### config.mk
export PLATFORM = sky130hd
export DESIGN_NAME = morse_rx_decoder_flat
export DESIGN_NICKNAME = d
export VERILOG_FILES = /design/src/rtl/morse_pkg.sv /design/src/rtl/morse_rx_decoder_if.sv /design/src/rtl/morse_sync_edge.sv /design/src/rtl/morse_rx_decoder.sv /design/src/flat_wrapper.sv
export SDC_FILE = /design/constraint.sdc
export NUM_CORES = 1
export LEC_CHECK = 0
export ABC_AREA = 1
export CORE_MARGIN = 10
export CORE_UTILIZATION = 60
export CTS_BUF_LIST = sky130_fd_sc_hd__clkbuf_8 sky130_fd_sc_hd__clkbuf_16
export DETAILED_ROUTE_END_ITERATION = 10
export PLACE_DENSITY = 0.88
export SLEW_MARGIN = 20
export SYNTH_ARGS = -nofsm -noshare
export SYNTH_HDL_FRONTEND = slang
export SYNTH_HIERARCHICAL = 1
export SYNTH_SLANG_ARGS = --single-unit
export TNS_END_PERCENT = 50
### constraint.sdc
create_clock -name clk -period 5.6 [get_ports clk]
set_clock_uncertainty 0.15 [all_clocks]
set_input_delay 1.68 -clock clk [delete_from_list [all_inputs] [get_ports clk]]
set_output_delay 1.68 -clock clk [all_outputs]
set_load 0.02 [all_outputs]
### src/rtl/morse_pkg.sv
// Shared Morse definitions: letter codes, symbol patterns (LSB = first symbol),
// FSM state encoding and the pattern lookup used by the receiver.
package morse_pkg;
  typedef enum logic [1:0] {S_IDLE, S_MARK, S_SPACE, S_ERR} state_e;
  typedef logic [2:0] letter_t;

  localparam letter_t L_A = 3'd0, L_B = 3'd1, L_C = 3'd2, L_D = 3'd3,
                      L_E = 3'd4, L_F = 3'd5, L_G = 3'd6, L_H = 3'd7;
  localparam logic SYM_DOT  = 1'b0;
  localparam logic SYM_DASH = 1'b1;

  // Indexed by letter code; unused high pattern bits are zero.
  localparam logic [3:0] PAT [8] = '{4'b0010, 4'b0001, 4'b0101, 4'b0001,
                                     4'b0000, 4'b0100, 4'b0011, 4'b0000};
  localparam logic [2:0] LEN [8] = '{3'd2, 3'd4, 3'd4, 3'd3,
                                     3'd1, 3'd4, 3'd3, 3'd4};

  typedef struct packed {
    logic    hit;
    letter_t code;
  } lookup_t;

  function automatic lookup_t lookup(input logic [3:0] pat, input logic [2:0] len);
    lookup_t r;
    r = '0;
    for (int i = 0; i < 8; i++)
      if (!r.hit && pat == PAT[i] && len == LEN[i]) begin
        r.hit  = 1'b1;
        r.code = letter_t'(i);
      end
    return r;
  endfunction
endpackage

### src/rtl/morse_rx_decoder_if.sv
// Key-line input and decoded-letter output bundle of the Morse receiver.
interface morse_rx_decoder_if;
  import morse_pkg::*;
  logic    tick;
  logic    key_in;
  letter_t letter;
  logic    letter_valid;
  logic    letter_err;
  logic    busy;

  modport slave  (input tick, key_in, output letter, letter_valid, letter_err, busy);
  modport master (output tick, key_in, input letter, letter_valid, letter_err, busy);
endinterface

### src/rtl/morse_sync_edge.sv
// Two-flop synchronizer for the raw key line plus rise/fall detect on the
// synchronized level.
module morse_sync_edge (
  input  logic clk,
  input  logic reset,
  input  logic d_i,
  output logic q_o,
  output logic rise_o,
  output logic fall_o
);
  logic s1_q, s2_q, s3_q;

  always_ff @(posedge clk or negedge reset)
    if (!reset) begin
      s1_q <= 1'b0;
      s2_q <= 1'b0;
      s3_q <= 1'b0;
    end else begin
      s1_q <= d_i;
      s2_q <= s1_q;
      s3_q <= s2_q;
    end

  assign q_o    = s2_q;
  assign rise_o = s2_q & ~s3_q;
  assign fall_o = ~s2_q & s3_q;
endmodule

### src/rtl/morse_rx_decoder.sv
// Morse receiver: times marks/spaces in ticks, builds dot/dash symbols and
// decodes letters A-H. MORSE_RX_GLITCH_EN: sub-tick marks are discarded.
module morse_rx_decoder
  import morse_pkg::*;
#(
  parameter int unsigned DOT_MAX    = 2,
  parameter int unsigned MARK_MAX   = 7,
  parameter int unsigned LETTER_GAP = 3,
  parameter int unsigned CNT_W      = 4
) (
  input  logic clk,
  input  logic reset,
  morse_rx_decoder_if.slave bus
);
  state_e     state_q, state_d;
  logic [CNT_W-1:0] dur_q, dur_d, dur_nx;
  logic [3:0] sym_q, sym_d;
  logic [2:0] cnt_q, cnt_d;
  letter_t    letter_q, letter_d;
  logic       valid_q, valid_d, err_q, err_d;
  logic       key, rise, fall;
  lookup_t    lk;

  morse_sync_edge u_sync (
    .clk(clk), .reset(reset), .d_i(bus.key_in),
    .q_o(key), .rise_o(rise), .fall_o(fall)
  );

  // A tick in the same cycle as an edge belongs to the segment that is ending.
  assign dur_nx = (bus.tick && !(&dur_q)) ? dur_q + CNT_W'(1) : dur_q;
  assign lk     = lookup(sym_q, cnt_q);

`ifdef MORSE_RX_GLITCH_EN
  logic [CNT_W-1:0] save_q;
  logic             from_sp_q;

  always_ff @(posedge clk or negedge reset)
    if (!reset) begin
      save_q    <= '0;
      from_sp_q <= 1'b0;
    end else if (state_q == S_IDLE) begin
      from_sp_q <= 1'b0;
    end else if (state_q == S_SPACE) begin
      from_sp_q <= 1'b1;
      save_q    <= dur_nx;
    end
`endif

  always_comb begin
    state_d  = state_q;
    dur_d    = dur_nx;
    sym_d    = sym_q;
    cnt_d    = cnt_q;
    letter_d = letter_q;
    valid_d  = 1'b0;
    err_d    = 1'b0;
    case (state_q)
      S_IDLE: begin
        dur_d = '0;
        if (key) state_d = S_MARK;
      end
      S_MARK: begin
        if (fall) begin
          dur_d = '0;
          if (dur_nx == '0) begin
`ifdef MORSE_RX_GLITCH_EN
            if (from_sp_q) begin
              state_d = S_SPACE;
              dur_d   = save_q;
            end else begin
              state_d = S_IDLE;
            end
`else
            state_d = S_ERR;
`endif
          end else if (cnt_q == 3'd4) begin
            state_d = S_ERR;
          end else begin
            sym_d[cnt_q[1:0]] = (dur_nx > CNT_W'(DOT_MAX)) ? SYM_DASH : SYM_DOT;
            cnt_d   = cnt_q + 3'd1;
            state_d = S_SPACE;
          end
        end else if (dur_nx > CNT_W'(MARK_MAX)) begin
          state_d = S_ERR;
        end
      end
      S_SPACE: begin
        if (rise && dur_nx < CNT_W'(LETTER_GAP)) begin
          state_d = S_MARK;
          dur_d   = '0;
        end else if (dur_nx >= CNT_W'(LETTER_GAP)) begin
          if (lk.hit) begin
            letter_d = lk.code;
            valid_d  = 1'b1;
          end else begin
            err_d = 1'b1;
          end
          sym_d   = '0;
          cnt_d   = '0;
          dur_d   = '0;
          state_d = S_IDLE;
        end
      end
      S_ERR: begin
        if (rise || fall) begin
          dur_d = '0;
        end else if (!key && dur_nx >= CNT_W'(LETTER_GAP)) begin
          err_d   = 1'b1;
          sym_d   = '0;
          cnt_d   = '0;
          dur_d   = '0;
          state_d = S_IDLE;
        end
      end
      default: state_d = S_IDLE;
    endcase
  end

  always_ff @(posedge clk or negedge reset)
    if (!reset) begin
      state_q  <= S_IDLE;
      dur_q    <= '0;
      sym_q    <= '0;
      cnt_q    <= '0;
      letter_q <= L_A;
      valid_q  <= 1'b0;
      err_q    <= 1'b0;
    end else begin
      state_q  <= state_d;
      dur_q    <= dur_d;
      sym_q    <= sym_d;
      cnt_q    <= cnt_d;
      letter_q <= letter_d;
      valid_q  <= valid_d;
      err_q    <= err_d;
    end

  assign bus.letter       = letter_q;
  assign bus.letter_valid = valid_q;
  assign bus.letter_err   = err_q;
  assign bus.busy         = (state_q != S_IDLE);
endmodule

### src/flat_wrapper.sv
// flat-port wrapper written by rule: the top's interface ports become plain ports
module morse_rx_decoder_flat import morse_pkg::*;
#(
  parameter int unsigned DOT_MAX    = 2,
  parameter int unsigned MARK_MAX   = 7,
  parameter int unsigned LETTER_GAP = 3,
  parameter int unsigned CNT_W      = 4
)
  (clk, reset, bus_tick, bus_key_in, bus_letter, bus_letter_valid, bus_letter_err, bus_busy);
  morse_rx_decoder_if bus_i ();
  input  logic clk;
  input  logic reset;
  input wire logic [$bits(bus_i.tick)-1:0] bus_tick;
  input wire logic [$bits(bus_i.key_in)-1:0] bus_key_in;
  output wire logic [$bits(bus_i.letter)-1:0] bus_letter;
  output wire logic [$bits(bus_i.letter_valid)-1:0] bus_letter_valid;
  output wire logic [$bits(bus_i.letter_err)-1:0] bus_letter_err;
  output wire logic [$bits(bus_i.busy)-1:0] bus_busy;
  assign bus_i.tick = bus_tick;
  assign bus_i.key_in = bus_key_in;
  assign bus_letter = bus_i.letter;
  assign bus_letter_valid = bus_i.letter_valid;
  assign bus_letter_err = bus_i.letter_err;
  assign bus_busy = bus_i.busy;
  morse_rx_decoder #(.DOT_MAX(DOT_MAX), .MARK_MAX(MARK_MAX), .LETTER_GAP(LETTER_GAP), .CNT_W(CNT_W)) u_core (.clk(clk), .reset(reset), .bus(bus_i));
endmodule
# After elaboration in Yosys (flattened, before gate mapping)
# Cells that the tools add are included.
# totals
in_bits	4
regBits	21
output_inout_bits	6
# op_classes
n_addsub	2
order_cmp	6
n_mux	55
n_eq_ne	22
n_reduce_logical	38
n_bitwise	5
# op_table
operator	n
4-bit two-way mux	21
3-bit two-way mux	7
1-bit logical AND	19
2-bit two-way mux	8
4-bit case mux with 4 select lines	1
1-bit two-way mux	12
4-bit case mux with 3 select lines	1
2-bit != test, second input constant	5
1-bit zero test	9
3-bit case mux with 3 select lines	1
4-bit by 2-bit == test with 1-bit output, second input constant	2
4-bit by 3-bit == test with 1-bit output, second input constant	2
4-bit zero test	2
2-bit case mux with 4 select lines	1
4-bit AND reduction	2
8-bit AND reduction	1
3-bit by 2-bit == test with 1-bit output, second input constant	2
2-bit by 1-bit != test with 1-bit output, second input constant	3
3-bit by 1-bit != test with 1-bit output, second input constant	2
5-bit AND reduction	1
4-bit by 1-bit adder with 4-bit output, second input constant	1
4-bit bitwise mux	1
2-bit == test, second input constant	2
4-bit by 1-bit == test with 1-bit output, second input constant	1
other kinds (18)	21

# Depth between registers and ports, before layout
# Gate-level depths: netlist of run 1.
# logic_depth
depth_word	35
depth_mapped	14

# Modules after synthesis
# The synthesis of run 1 kept the hierarchy.
# modules_own_cells
mod	seq_area_each_um2	instances	cells_per_inst	area_each_um2
morse_rx_decoder	450.4	1	175	1338.8
morse_sync_edge	75.1	1	7	90.1

# Worst setup path before layout of run 1
# No wires, ideal clock.
# synth_timing
kind	in2reg
from	in bus_tick
to	reg u_core.cnt_q[0]
arrival_time_ns	2.454
slack_ns	2.875
n_path_buf	0
required_time_ns	5.329
path_stages	8
path_cell_list	a21oi_1 > o21bai_2 > nand3_4 > nand3_4 > nand2_8 > nand3_4 > nand2_1 > o21ai_1
# synth_between
elab_chain_cells	6
word_cells_on_any_way	12
# synth_lines
element	line	source
start, declared	flat_wrapper.sv:13	input wire logic [$bits(bus_i.tick)-1:0] bus_tick;
1-bit logical AND (*)	morse_rx_decoder.sv:30	assign dur_nx = (bus.tick && !(&dur_q)) ? dur_q + CNT_W'(1) : dur_q;
4-bit two-way mux (*)	morse_rx_decoder.sv:30	
4-bit by 2-bit greater-or-equal comparator with 1-bit output or 4-bit by 2-bit less-than comparator with 1-bit output (tied branches)	morse_rx_decoder.sv:91, morse_rx_decoder.sv:107, morse_rx_decoder.sv:88	
1-bit logical AND (on tied branches)	morse_rx_decoder.sv:107, morse_rx_decoder.sv:88	
2-bit by 1-bit != test with 1-bit output (no source line) or 2-bit != test (tied branches)	n/a	
8-bit AND reduction (no source line) (*)	n/a	
end signal, assigned	morse_rx_decoder.sv:132	cnt_q <= cnt_d;
end, declared	morse_rx_decoder.sv:18	logic [2:0] cnt_q, cnt_d;
# Every way passes the cells marked *; elsewhere a longest branch is shown, timed or not.
# A chain may end at the register's enable or synchronous reset.

# Final worst setup path of run 1
# layout_timing
from	reg u_core.state_q[1]
to	out bus_busy
# layout_between
elab_chain_cells	1
# layout_lines
element	line	source
start, declared	morse_rx_decoder.sv:15	state_e state_q, state_d;
start signal, assigned	morse_rx_decoder.sv:129	state_q <= state_d;
2-bit nonzero test	morse_rx_decoder.sv:141	assign bus.busy = (state_q != S_IDLE);
end, declared	flat_wrapper.sv:18	output wire logic [$bits(bus_i.busy)-1:0] bus_busy;
# Every way passes these cells.

==> impl_metrics.csv, run 1 <==
group,metric,value,unit
run_status,status,"complete, no violations",
setup_path,cp_slowest_cell,"clkdlybuf4s50_1",
layout,layout-drive-gt1-share,0.1590,
clocking,cts_sinks,21,
sta,period_needed,3.327,ns
sta,max_slew_margin,0.3972,
clocking,clockBufferDepth,2,
layout,nNetsFinal,206,
placed_design,gp_congestion,0.8621,
placed_design,port_buffers,9,
drt,wire_per_inst,12.80,um
setup_path,end_kind,"output pin",
floorplan,die_x,68.80,um
drt,wl_met3,151,um
floorplan,start_util,0.6398,
clocking,clk_latency,0.25,ns
power,powerDensity,489.6,nW/um2
global_route,antenna_found_initial,0,
clocking,cts_resized,0,
drt,routed-wl-met2,1432,um
synthesis,synth_mux_area_frac,0,
power,leakagePower,0.8370,nW
sta,max_freq,300.6,MHz
setup_path,cp_data_arrival_time,1.50,ns
clocking,postCtsHoldBufs,0,
floorplan,die_h,68.80,um
drt,drc,0,
global_route,gr-total-overflow,0,
clocking,htree_levels,1,
setup_path,critical_path.max_fanout,9,
synthesis,yosys.cell_types.count,26,
layout,instances_no_fill,223,
synthesis,synthCells,182,
sta,rsz0062_at_grt,"false",
power,p_int,0.0004110,W
run,maxCapViolCount,0,
floorplan,placeableCoreArea,2233,um2
sta,final-hold-violation-count,0,
layout,layout_commonest_cell,"nand2_1",
power,switching_share,0.4750,
floorplan,rows,17,
worst_hold_path,min_path_type,"reg -> reg",
global_route,grt_pass1_vias,1202,
power,power_frac_clock,0.121,
synthesis,ys_seq_area_frac,0.3678,
sta,period_share,0.5941,
synthesis,synth-compound-area-share,0.05517,
synthesis,yosys.area_share.simple,0.4405,
drt,via_per_inst,5.529,
placed_design,dp_hpwl,2176,um
floorplan,io_pins,10,
power,p_comb_frac,0.566,
setup_path,cp_slowest_stage_delay,0.59,ns
synthesis,yosys_register_bits,21,
clocking,clockRootBuffer,"clkbuf_8",
setup_path,cp.required,3.77,ns
drt,vias,1233,
synthesis,synth_area,1429,um2
drt,antenna_left,0,
sta,setup_viol,0,
layout,most-common-layout-cells,"nand2_1 (44), inv_1 (29), dfrtp_1 (21)",
global_route,grt_pass1_wl,5071,um
layout,num_antenna_cells,0,
setup_path,path_class,"reg -> out",
floorplan,die_area,4733,um2
layout,area_growth,11.91,%
placed_design,dp_cells,219,
clocking,cts_tree,"built",
power,switchingPower,0.0003719,W
drt,route.layer.met1.wl,1228,um
synthesis,syn-mean-instance-area,7.851,um2
sta,timing.setup.tns,0,ns
synthesis,synth_fa_ha_area_frac,0.05254,
synthesis,synthXorXnorAreaFrac,0,
drt,routed.top_layer,"met4",
power,ir_worst_vdd,0.3920,mV
clocking,post_cts_buffers,0,
drt,drt_wl_total,2855,um
global_route,grt_usage,0.1334,
drt,drtPass1Iterations,4,
clocking,cts_made_buffers,3,
sta,whs,0.2031,ns
sta,final-max-slew-violation-count,0,
drt,drtIter0Drc,80,
synthesis,synth_nets,192,
clocking,path_clk_slew,0.07,ns
sta,worstMarginPinSlew,0.9014,ns
setup_path,cp-start-kind,"flip-flop",
layout,fillCellCount,169,
global_route,grt_max_degree,22,
setup_path,crit_chain,"nor2_1, inv_1, clkdlybuf4s50_1",
synthesis,synth_warnings,6,
power,seqPwrFrac,0.313,
synthesis,synth_top_family_by_area,"simple AND/OR/NAND/NOR gates",
## power groups by stage
stage | clock network, W | registers (W) | logic (W)
floorplan | 0 | 0.000249 | 0.000324
global placement | 0 | 0.000243 | 0.000420
detailed placement | 0 | 0.000247 | 0.000434
CTS | 0.0000982 | 0.000244 | 0.000441
global route | 0.000106 | 0.000252 | 0.000492
finish | 0.0000946 | 0.000245 | 0.000443
## per-layer routing
layer	up-vias	global-route usage
met2	30	0.2258
li1	614	-
met1	583	0.1565
met3	6	0.03221
met4	0	0.05911
met5	-	0
## final timing paths
kind | startpoint | slack (ns) | endpoint | cells past startpoint
min in group asynchronous | reset | 1.78 | u_core/u_sync/s3_q | 1
max in group asynchronous | reset | 2.97 | u_core/sym_q[2] | 1
hold / removal | u_core/u_sync/s1_q | 0.20 | u_core/u_sync/q_o | 0
setup reg to reg | u_core/dur_q[0] | 3.57 | u_core/cnt_q[2] | 13
hold reg to reg | u_core/u_sync/s1_q | 0.20 | u_core/u_sync/q_o | 0
setup / recovery | u_core/state_q[1] | 2.27 | bus_busy | 3
## registers in the layout (all words and copies together) (netlist names), 2 cells and up
signal and cells:
u_core/dur_q 4, u_core/sym_q 4, u_core/bus.letter 3, u_core/cnt_q 3, u_core/state_q 2
## logic make-up after synthesis
group / after synthesis
AOI/OAI and AO/OA: 13
adders and majority gates: 6
buffers and inverters: 32
DFF: 21
and+or+nand+nor: 110
## metrics by stage
step | setup WS (ns) | cell area [um2] | total power (W) | utilization
global placement | 2.196 | 1554 | 0.0006628 | 0.6958
global route | 2.203 | 1599 | 0.0008509 | 0.7160
detailed placement | 2.125 | 1554 | 0.0006811 | 0.6958
CTS | 2.265 | 1599 | 0.0007832 | 0.7160
floorplan | 2.875 | 1429 | 0.0005736 | -
finish | 2.273 | 1599 | 0.0007829 | 0.7160
## cells in the mapped netlist (all sizes together)
cell / number / share of area
ha: 6 / 0.053
o2111ai: 1 / 0.0061
a21oi: 4 / 0.014
nor3: 1 / 0.0035
o21bai: 1 / 0.0079
nand3: 14 / 0.088
o21ai: 5 / 0.018
nand2: 57 / 0.21
nor2: 15 / 0.041
nand4: 16 / 0.070
clkinv: 1 / 0.0026
o22ai: 1 / 0.0044
or2: 6 / 0.026
nand3b: 1 / 0.0053
dfrtp: 21 / 0.37
o211ai: 1 / 0.0053
inv: 31 / 0.081
## area by class of cell
class                   instances  area (um2)  area share
flip-flops and latches         21       525.5      0.3286
clock inverters                 1       3.754    0.002347
repair buffers                  9       90.09     0.05634
clock buffers                   3       41.29     0.02582
well taps                      28       35.03     0.02191
inverters                      32       120.1     0.07512
multi-input cells             129       783.3      0.4898
## worst max-delay path: cells and delay by family (launching register included)
| family | cells | cell delay [ns] |
|---|---|---|
| buffers and inverters | 2 | 0.65 |
| and+or+nand+nor | 1 | 0.10 |
| DFF | 1 | 0.49 |
(Power assumes the default switching activity.)
==> run 2, diff against run 1 <==
Settings changed: CORE_UTILIZATION 60 to 52, PLACE_DENSITY 0.88 to 0.82.
Clock period 5.6 ns to 2.7 ns, I/O delays scaled along.
==> run 2 against run 1 <==
Power up 110%. First-iteration DRC count up 2.5%. Critical path depth unchanged. Cell count up 1.3%. Count of clock-buffer cells in the layout unchanged. Core utilization down 8.4 points. Die area up 11%. Sequential share of layout area down 0.20 points. Design area up 0.63%. Critical path type unchanged. Largest power group unchanged.
==> impl_metrics.csv, run 2 (synthesis gave the netlist of run 1 again) <==
group,metric,value,unit
clocking,postCtsHoldBufs,0,
sta,final-hold-violation-count,0,
floorplan,die_x,72.42,um
sta,period_needed,2.421,ns
floorplan,start_util,0.5615,
sta,final-max-slew-violation-count,0,
drt,drtIter0Drc,82,
placed_design,dpl_cell_area,1564,um2
drt,via_per_inst,5.319,
drt,antenna_left,0,
sta,max_slew_margin,0.7683,
setup_path,cp-start-kind,"flip-flop",
setup_path,critical_path.max_fanout,9,
global_route,grt_usage,0.1118,
layout,reg.largest.list,"u_core/dur_q: 4 flops, u_core/sym_q: 4 flops",
power,leakagePower,0.8418,nW
power,ir_worst_vdd,0.6575,mV
sta,timing.setup.tns,0,ns
setup_path,cp_data_arrival_time,1.46,ns
layout,layout_commonest_cell,"nand2_1",
layout,area_growth,12.61,%
clocking,clockBufferDepth,2,
clocking,clockRootBuffer,"clkbuf_8",
clocking,post_cts_buffers,0,
clocking,clk_latency,0.26,ns
floorplan,io_pins,10,
setup_path,end_kind,"output pin",
global_route,antenna_found_initial,0,
sta,period_share,0.8967,
clocking,htree_levels,1,
placed_design,dp_hpwl,2265,um
global_route,grt_pass1_wl,4940,um
layout,num_antenna_cells,0,
setup_path,worst-path-buf-inv,2,
power,power,0.001613,W
floorplan,rows,18,
global_route,gr-total-overflow,0,
global_route,grt_max_degree,22,
floorplan,placeableCoreArea,2545,um2
run,maxCapViolCount,0,
run_status,status,"complete, no violations",
power,powerDensity,1003,nW/um2
drt,drt_wl_total,2846,um
sta,setup_viol,0,
setup_path,path_delay_family,"buffers and inverters",
setup_path,crit_chain,"nor2_1, inv_1, clkdlybuf4s50_1",
drt,drtPass1Iterations,5,
setup_path,cp_slowest_cell,"clkdlybuf4s50_1",
sta,rsz0062_at_grt,"false",
clocking,path_clk_slew,0.07,ns
clocking,cts_tree,"built",
layout,most-common-layout-cells,"nand2_1 (44), inv_1 (29), dfrtp_1 (21)",
drt,drc,0,
layout,fillCellCount,225,
drt,vias,1202,
layout,layout-drive-gt1-share,0.1633,
layout,nNetsFinal,207,
floorplan,die_area,5245,um2
sta,max_freq,413.1,MHz
clocking,cts_resized,0,
sta,worstMarginPinSlew,0.3463,ns
global_route,grt_pass1_vias,1201,
placed_design,port_buffers,9,
layout,fin_area,1609,um2
floorplan,die_h,72.42,um
setup_path,cp.required,1.74,ns
placed_design,gp_congestion,0.9335,
worst_hold_path,min_path_type,"reg -> reg",
drt,wire_per_inst,12.59,um
setup_path,path_class,"reg -> out",
clocking,cts_sinks,21,
setup_path,cp_slowest_stage_delay,0.59,ns
clocking,cts_made_buffers,3,
[run 2: per-layer routing]
layer	wire length (um)	share of wire	track usage	vias to the layer above
li1	-	-	-	620
met5	0	0	0	-
met2	1408	0.49	0.1973	26
met3	123	0.043	0.02857	6
met4	40	0.014	0.04219	0
met1	1274	0.45	0.1255	550
[run 2: report_power, final]
part           internal, W  switching, W
sequential        0.000411     0.0000958
clock             0.000101     0.0000988
combinational     0.000341      0.000565
[run 2: worst reg2reg max path: stages (launching register included)]
cell and delay, ns:
dfrtp_1 0.43, ha_1 0.28, nand3_4 0.13, nand2_4 0.09, nand2_1 0.08, nand2_1 0.08
nand2_1 0.07, clkinv_1 0.06, nand3_1 0.07, nand2_1 0.10, nand2_4 0.13, nand3_4 0.12
nand2_1 0.07, o21ai_1 0.06
[run 2: area by class of cell]
type                    count  area [um2]  share of cell area
clock inverters             1       3.754            0.002333
repair buffers             10       97.59             0.06065
multi-input cells         129       783.3              0.4868
inverters                  32       120.1             0.07465
clock buffers               3       41.29             0.02566
flip-flops and latches     21       525.5              0.3266
well taps                  30       37.54             0.02333
[run 2: metrics by stage]
stage                     instances  hold slack, ns  worst slack (ns)  utilization
after floorplan                 182          0.1812            0.8449            -
after global placement          222          0.1836            0.1487       0.6146
after detailed placement        222          0.1847           0.05925       0.6146
after CTS                       226          0.2012            0.2633       0.6323
after global routing            226          0.2276            0.1805       0.6323
final                           226          0.1999            0.2790       0.6323
[run 2: path summary, 6_finish.rpt]
path | startpoint | end | slack (ns) | cells past startpoint
max in group asynchronous | reset | u_core/state_q[0] | 1.45 | 2
min in group asynchronous | reset | u_core/cnt_q[2] | 0.73 | 2
hold / removal | u_core/u_sync/s1_q | u_core/u_sync/q_o | 0.20 | 0
setup reg to reg | u_core/dur_q[0] | u_core/cnt_q[1] | 0.68 | 13
setup / recovery | u_core/state_q[1] | bus_busy | 0.28 | 3
hold reg to reg | u_core/u_sync/s1_q | u_core/u_sync/q_o | 0.20 | 0
